==> src/rtl/glitch_pkg.sv <==
// glitch_pkg: shared types and constants for the glitch sequencer.
//   - state_t    : sequencer states
//   - status_t   : registered status/strobe bundle and its decode function
//   - EDGE_*     : trigger edge select encodings
//   - *_DEF      : default field widths
package glitch_pkg;

    localparam int DELAY_W_DEF     = 32;
    localparam int WIDTH_W_DEF     = 16;
    localparam int COUNT_W_DEF     = 8;
    localparam int SYNC_STAGES_DEF = 2;

    localparam logic EDGE_RISING  = 1'b0;
    localparam logic EDGE_FALLING = 1'b1;

    typedef enum logic [2:0] {
        IDLE  = 3'd0,
        ARMED = 3'd1,
        DELAY = 3'd2,
        PULSE = 3'd3,
        GAP   = 3'd4,
        DONE  = 3'd5
    } state_t;

    typedef struct packed {
        logic armed;
        logic waiting;
        logic firing;
        logic glitch;
        logic done;
    } status_t;

    // Output flags that must be visible while the sequencer sits in state s.
    // Loading this alongside the next state keeps every output registered.
    function automatic status_t status_of(input state_t s);
        status_t st;
        st = '0;
        case (s)
            ARMED:   st.armed   = 1'b1;
            DELAY:   st.waiting = 1'b1;
            PULSE: begin
                st.firing = 1'b1;
                st.glitch = 1'b1;
            end
            GAP:     st.firing  = 1'b1;
            DONE:    st.done    = 1'b1;
            default: st = '0;
        endcase
        return st;
    endfunction

endpackage

==> src/rtl/glitch_sequencer_trig_sync.sv <==
// trig_sync: synchronizes the asynchronous trigger pin and detects the
// selected edge.
//   clk, reset  : system clock, synchronous active-high reset
//   trig        : raw asynchronous trigger pin
//   falling     : edge select (EDGE_RISING / EDGE_FALLING)
//   preload     : asserted in the cycle the sequencer enters ARMED
//   edge_pulse  : single-cycle pulse when the selected edge is seen
// SYNC_STAGES must be at least 2.
module trig_sync
    import glitch_pkg::*;
#(
    parameter int SYNC_STAGES = SYNC_STAGES_DEF
) (
    input  logic clk,
    input  logic reset,
    input  logic trig,
    input  logic falling,
    input  logic preload,
    output logic edge_pulse
);

    logic [SYNC_STAGES-1:0] chain;
    logic                   level;
    logic                   hist;
    logic                   rise;
    logic                   fall;

    assign level = chain[SYNC_STAGES-1];

    // Synchronizer chain plus one-cycle history of the synced level. The
    // history always follows the level, so at ARMED entry it already holds
    // the present level and a level that was static at arm time never fires.
    always_ff @(posedge clk) begin
        if (reset) begin
            chain <= '0;
            hist  <= 1'b0;
        end else begin
            chain <= {chain[SYNC_STAGES-2:0], trig};
            hist  <= level;
        end
    end

    assign rise = level & ~hist;
    assign fall = ~level & hist;

    // The arming cycle is masked: the edge-select value is still being latched.
    assign edge_pulse = ~preload & ((falling == EDGE_RISING) ? rise : fall);

endmodule

==> src/rtl/glitch_sequencer.sv <==
// glitch_sequencer: trigger-armed pulse-train timing controller.
//   clk, reset      : 100 MHz system clock, synchronous active-high reset
//   i_arm/i_disarm  : arm strobe (latches config) / abort strobe
//   i_trig          : asynchronous trigger pin; i_trig_falling selects edge
//   i_delay         : cycles from trigger detect to first pulse
//   i_width, i_gap  : pulse high / low cycles (0 treated as 1)
//   i_count         : number of pulses (0 treated as 1)
//   i_mux           : output-select mask, latched at arm
//   o_glitch        : registered raw glitch strobe
//   o_output_mux    : latched mask, 0 while idle
//   o_armed/o_waiting/o_firing : status for LED PWMs
//   o_done          : one-cycle strobe on normal completion
module glitch_sequencer
    import glitch_pkg::*;
#(
    parameter int DELAY_W     = DELAY_W_DEF,
    parameter int WIDTH_W     = WIDTH_W_DEF,
    parameter int COUNT_W     = COUNT_W_DEF,
    parameter int SYNC_STAGES = SYNC_STAGES_DEF
) (
    input  logic               clk,
    input  logic               reset,
    input  logic               i_arm,
    input  logic               i_disarm,
    input  logic               i_trig,
    input  logic               i_trig_falling,
    input  logic [DELAY_W-1:0] i_delay,
    input  logic [WIDTH_W-1:0] i_width,
    input  logic [WIDTH_W-1:0] i_gap,
    input  logic [COUNT_W-1:0] i_count,
    input  logic [7:0]         i_mux,
    output logic               o_glitch,
    output logic [7:0]         o_output_mux,
    output logic               o_armed,
    output logic               o_waiting,
    output logic               o_firing,
    output logic               o_done
);

    state_t             state;
    status_t            status;
    logic [DELAY_W-1:0] lat_delay;
    logic [DELAY_W-1:0] delay_cnt;
    logic [WIDTH_W-1:0] lat_width;
    logic [WIDTH_W-1:0] lat_gap;
    logic [WIDTH_W-1:0] phase_cnt;
    logic [COUNT_W-1:0] lat_count;
    logic [COUNT_W-1:0] pulses_left;
    logic               lat_falling;
    logic [7:0]         mux_reg;
    logic               arm_accept;
    logic               trig_edge;

    assign arm_accept = (state == IDLE) && i_arm && !i_disarm;

    trig_sync #(
        .SYNC_STAGES(SYNC_STAGES)
    ) u_trig_sync (
        .clk       (clk),
        .reset     (reset),
        .trig      (i_trig),
        .falling   (lat_falling),
        .preload   (arm_accept),
        .edge_pulse(trig_edge)
    );

    // Sequencer FSM. Counters load with their full period and end the phase
    // when they read 1; zero widths/gaps/counts are promoted to 1 at latch
    // time so every phase lasts at least one cycle.
    always_ff @(posedge clk) begin
        if (reset) begin
            state       <= IDLE;
            status      <= '0;
            mux_reg     <= 8'd0;
            lat_delay   <= '0;
            lat_width   <= '0;
            lat_gap     <= '0;
            lat_count   <= '0;
            lat_falling <= EDGE_RISING;
            delay_cnt   <= '0;
            phase_cnt   <= '0;
            pulses_left <= '0;
        end else if (state != IDLE && i_disarm) begin
            state   <= IDLE;
            status  <= status_of(IDLE);
            mux_reg <= 8'd0;
        end else begin
            case (state)
                IDLE: begin
                    if (arm_accept) begin
                        lat_delay   <= i_delay;
                        lat_width   <= (i_width == '0) ? WIDTH_W'(1) : i_width;
                        lat_gap     <= (i_gap == '0) ? WIDTH_W'(1) : i_gap;
                        lat_count   <= (i_count == '0) ? COUNT_W'(1) : i_count;
                        lat_falling <= i_trig_falling;
                        mux_reg     <= i_mux;
                        state       <= ARMED;
                        status      <= status_of(ARMED);
                    end else begin
                        mux_reg <= 8'd0;
                        state   <= IDLE;
                        status  <= status_of(IDLE);
                    end
                end
                ARMED: begin
                    if (trig_edge) begin
                        pulses_left <= lat_count;
                        if (lat_delay == '0) begin
                            phase_cnt <= lat_width;
                            state     <= PULSE;
                            status    <= status_of(PULSE);
                        end else begin
                            delay_cnt <= lat_delay;
                            state     <= DELAY;
                            status    <= status_of(DELAY);
                        end
                    end else begin
                        state <= ARMED;
                    end
                end
                DELAY: begin
                    if (delay_cnt == DELAY_W'(1)) begin
                        phase_cnt <= lat_width;
                        state     <= PULSE;
                        status    <= status_of(PULSE);
                    end else begin
                        delay_cnt <= delay_cnt - DELAY_W'(1);
                    end
                end
                PULSE: begin
                    if (phase_cnt == WIDTH_W'(1)) begin
                        // Last pulse goes straight to DONE: no trailing gap.
                        if (pulses_left == COUNT_W'(1)) begin
                            state  <= DONE;
                            status <= status_of(DONE);
                        end else begin
                            pulses_left <= pulses_left - COUNT_W'(1);
                            phase_cnt   <= lat_gap;
                            state       <= GAP;
                            status      <= status_of(GAP);
                        end
                    end else begin
                        phase_cnt <= phase_cnt - WIDTH_W'(1);
                    end
                end
                GAP: begin
                    if (phase_cnt == WIDTH_W'(1)) begin
                        phase_cnt <= lat_width;
                        state     <= PULSE;
                        status    <= status_of(PULSE);
                    end else begin
                        phase_cnt <= phase_cnt - WIDTH_W'(1);
                    end
                end
                DONE: begin
                    mux_reg <= 8'd0;
                    state   <= IDLE;
                    status  <= status_of(IDLE);
                end
                default: begin
                    mux_reg <= 8'd0;
                    state   <= IDLE;
                    status  <= status_of(IDLE);
                end
            endcase
        end
    end

    assign o_glitch     = status.glitch;
    assign o_armed      = status.armed;
    assign o_waiting    = status.waiting;
    assign o_firing     = status.firing;
    assign o_done       = status.done;
    assign o_output_mux = mux_reg;

endmodule

==> config.mk <==
export PLATFORM = sky130hd
export DESIGN_NAME = glitch_sequencer
export DESIGN_NICKNAME = d
export VERILOG_FILES = /design/src/rtl/glitch_pkg.sv /design/src/rtl/glitch_sequencer_trig_sync.sv /design/src/rtl/glitch_sequencer.sv
export SDC_FILE = /design/constraint.sdc
export NUM_CORES = 1
export LEC_CHECK = 0
export CAP_MARGIN = 20
export CORE_AREA = 3 3 140 142
export CTS_CLUSTER_DIAMETER = 30
export DETAILED_ROUTE_END_ITERATION = 8
export DIE_AREA = 0 0 143 145
export GPL_ROUTABILITY_DRIVEN = 0
export HOLD_SLACK_MARGIN = 0.03
export SLEW_MARGIN = 20
export SYNTH_ARGS = -nofsm -noshare
export SYNTH_HDL_FRONTEND = slang
export SYNTH_SLANG_ARGS = --single-unit
==> constraint.sdc <==
create_clock -name clk -period 3.08 [get_ports clk]
set_clock_uncertainty 0.2 [all_clocks]
set_input_delay 0.308 -clock clk [delete_from_list [all_inputs] [get_ports clk]]
set_output_delay 0.308 -clock clk [all_outputs]
set_load 0.01 [all_outputs]
==> results.json <==
{
  "synth_area_um2": 7292,
  "synth_fa_ha_area_frac": 0.01030,
  "ys_seq_elements": 148,
  "fmax_mhz": 367.7,
  "rows": 50,
  "dp_cells": 1241,
  "cp.required_ns": 3.20,
  "drtPass1Iterations": 5,
  "fill_cells": 1859,
  "cp_common_cell": "nor4_1",
  "synthTopCellsByArea": "dfxtp_1 41%, nand2_1 10%, a21oi_1 8.3%",
  "crit_buf_inv": 1,
  "setup_viol": 0,
  "critPathSlowestCell": "nor4_1",
  "synthXorXnorAreaFrac": 0.008408,
  "synthArstFlopShare": 0,
  "via_per_inst": 5.760,
  "first_iter_violations": 495,
  "dpl.hpwl_um": 15210,
  "crit_type": "flop to flop",
  "instances_no_fill": 1273,
  "drv_cap": 0,
  "start_kind": "flop",
  "syn_inst": 941,
  "diodes": 0,
  "synth_ff_type": "dfxtp_1",
  "critPathArrivalTime_ns": 2.84,
  "grt_usage": 0.2122,
  "setup_ws_ns": 0.3605,
  "p_leak_nw": 3.145,
  "clk_latency_ns": 0.43,
  "synth.most_common_cell": "nand2_1",
  "cts_tree": "built",
  "drc_errors": 0,
  "synth_top_family_by_area": "compound AO/OA/AOI/OAI gates",
  "wl_um": 22000,
  "port_buffers": 98,
  "cts_resized": 0,
  "tightest_slew_ns": 0.8043,
  "clk_pin_slew_ns": 0.06,
  "rsz0062_at_grt": "false",
  "power_w": 0.004707,
  "ant_nets": 0,
  "cts_made_buffers": 17,
  "grt_overflow": 0,
  "synthSimpleGateAreaFrac": 0.2553,
  "floorplan.initialDensity": 0.3925,
  "ios": 99,
  "synth_top_area_frac": 0.4063,
  "setup_tns_ns": 0,
  "status": "complete, no violations",
  "synth-compound-area-share": 0.2759,
  "fin_area_um2": 9186,
  "yosysWarnings": 0,
  "path_cells": "nor4_1 -> nand4b_1 -> nor4_1 -> a31o_2 -> buf_4 -> o311ai_0 -> o31ai_1",
  "drv_slew": 0,
  "synth_top_area_cell": "dfxtp_1",
  "post_cts_buffers": 0,
  "via_count": 7333,
  "synth_nets": 1033,
  "drive_above_1_share": 0.08373,
  "pre_cts_slack_ns": 0.4100,
  "cts_buffer_depth": 2,
  "critical_path.max_stage_delay_ns": 0.51,
  "end_kind": "flop",
  "die_area_um2": 20740,
  "grt_pass1_vias": 6897,
  "path_max_fanout": 23,
  "h-tree-depth": 4,
  "area_delta_synth_final_pct": 25.98,
  "p_per_area_nw_per_um2": 512.4,
  "worst_ir_drop_vdd_v": 0.0003896,
  "hold_viol": 0,
  "placed_area_um2": 8603,
  "fin_crit_sh": 0.8829,
  "yosysSeqAreaShare": 0.4063,
  "postCtsHoldBufs": 0,
  "fp.dieH_um": 145,
  "path_delay_family": "simple AND/OR/NAND/NOR gates",
  "final_nets": 1118,
  "synth_edf_count": 0,
  "wl_per_cell_um": 17.28,
  "grt_max_degree": 121,
  "coreArea_um2": 18580,
  "synth_mux_area_frac": 0.001373,
  "grt_pass1_wl_um": 35790,
  "layout_min_cycle_time_ns": 2.719,
  "min_path_type": "primary input to flop",
  "die_w_um": 143,
  "clock-sinks": 148,
  "slew_headroom": 0.4602,
  "avgSynthCellArea_um2": 7.749,
  "root_buffer": "clkbuf_16",
  "antenna_found_initial": 0,
  "synth_commonest_cells": "195 x nand2_1, 148 x dfxtp_1, 121 x a21oi_1",
  "synth.distinct_cells": 74
}
[state kept, by name (all words and copies together) (netlist names), 2 cells and up]
register / cells
delay_cnt: 32
lat_count: 8
lat_delay: 32
lat_gap: 16
lat_width: 16
o_output_mux: 8
phase_cnt: 16
pulses_left: 8
state: 3
u_trig_sync.chain: 2
[placed cells by master, fill, tap and decap left out, types with 5 or more instances in the layout]
cell type        instances
nand2b_1                 6
o311ai_0                16
o31ai_1                 21
inv_6                    5
nor3_1                  28
buf_4                   31
xnor2_1                  6
nand2_1                195
dfxtp_1                148
o22ai_1                 12
clkbuf_16               17
nor2_1                  61
or3_1                    5
a211oi_1                17
clkdlybuf4s50_1         97
nand4_1                  7
nor2b_1                  6
inv_1                   13
o221ai_1                10
a31oi_1                 13
a22oi_1                 14
nor4_1                  27
a221oi_1                 5
o21ai_0                 33
and3_1                   6
ha_1                     6
nand3_1                 16
a21oi_1                121
nand4b_1                 5
[worst register-to-register path: cells and delay by family, from the launching register on]
family	cells	cell delay [ns]
and+or+nand+nor	3	1.29
AOI/OAI and AO/OA	3	0.49
DFF	1	0.36
buffers and inverters	1	0.28
[through the flow]
step	util	hold WS (ns)
floorplan	-	0.2138
global placement	0.4630	0.2243
detailed placement	0.4630	0.2298
CTS	0.4944	0.2112
global route	0.4944	0.2123
finish	0.4944	0.2325
[logic make-up after synthesis]
family,count (synthesis)
DFF,148
muxes,1
xor gates and xnor gates,7
buffers and inverters,80
adders and majority gates,6
AOI/OAI and AO/OA,309
and+or+nand+nor,390
[worst paths after layout]
check | startpoint | end | slack [ns] | depth (start not counted)
min reg2reg | u_trig_sync.chain[0] | u_trig_sync.chain[1] | 0.24 | 1
max | delay_cnt[27] | delay_cnt[17] | 0.36 | 7
min | i_delay[25] | lat_delay[25] | 0.23 | 3
max reg2reg | delay_cnt[27] | delay_cnt[17] | 0.36 | 7
[layout make-up]
cell class | instances | area [um^2] | share of cell area
clock buffers | 21 | 470.5 | 0.05121
clock inverters | 11 | 112.6 | 0.01226
inverters | 15 | 56.30 | 0.006129
repair buffers | 131 | 1264 | 0.1376
well taps | 234 | 292.8 | 0.03187
multi-input cells | 713 | 4028 | 0.4384
flip-flops and latches | 148 | 2963 | 0.3225
[power breakdown]
group / switching [W] / internal, W
Combinational: 0.000329 / 0.000275
Clock: 0.000854 / 0.00119
Sequential: 0.0000661 / 0.00199
[metal layers]
layer | routed length, um | GRT usage
met1 | 10570 | 0.3087
met2 | 9682 | 0.3090
met3 | 1477 | 0.05900
met4 | 269 | 0.05513
met5 | 0 | 0
No activity file was read; power rests on OpenSTA's default activity.
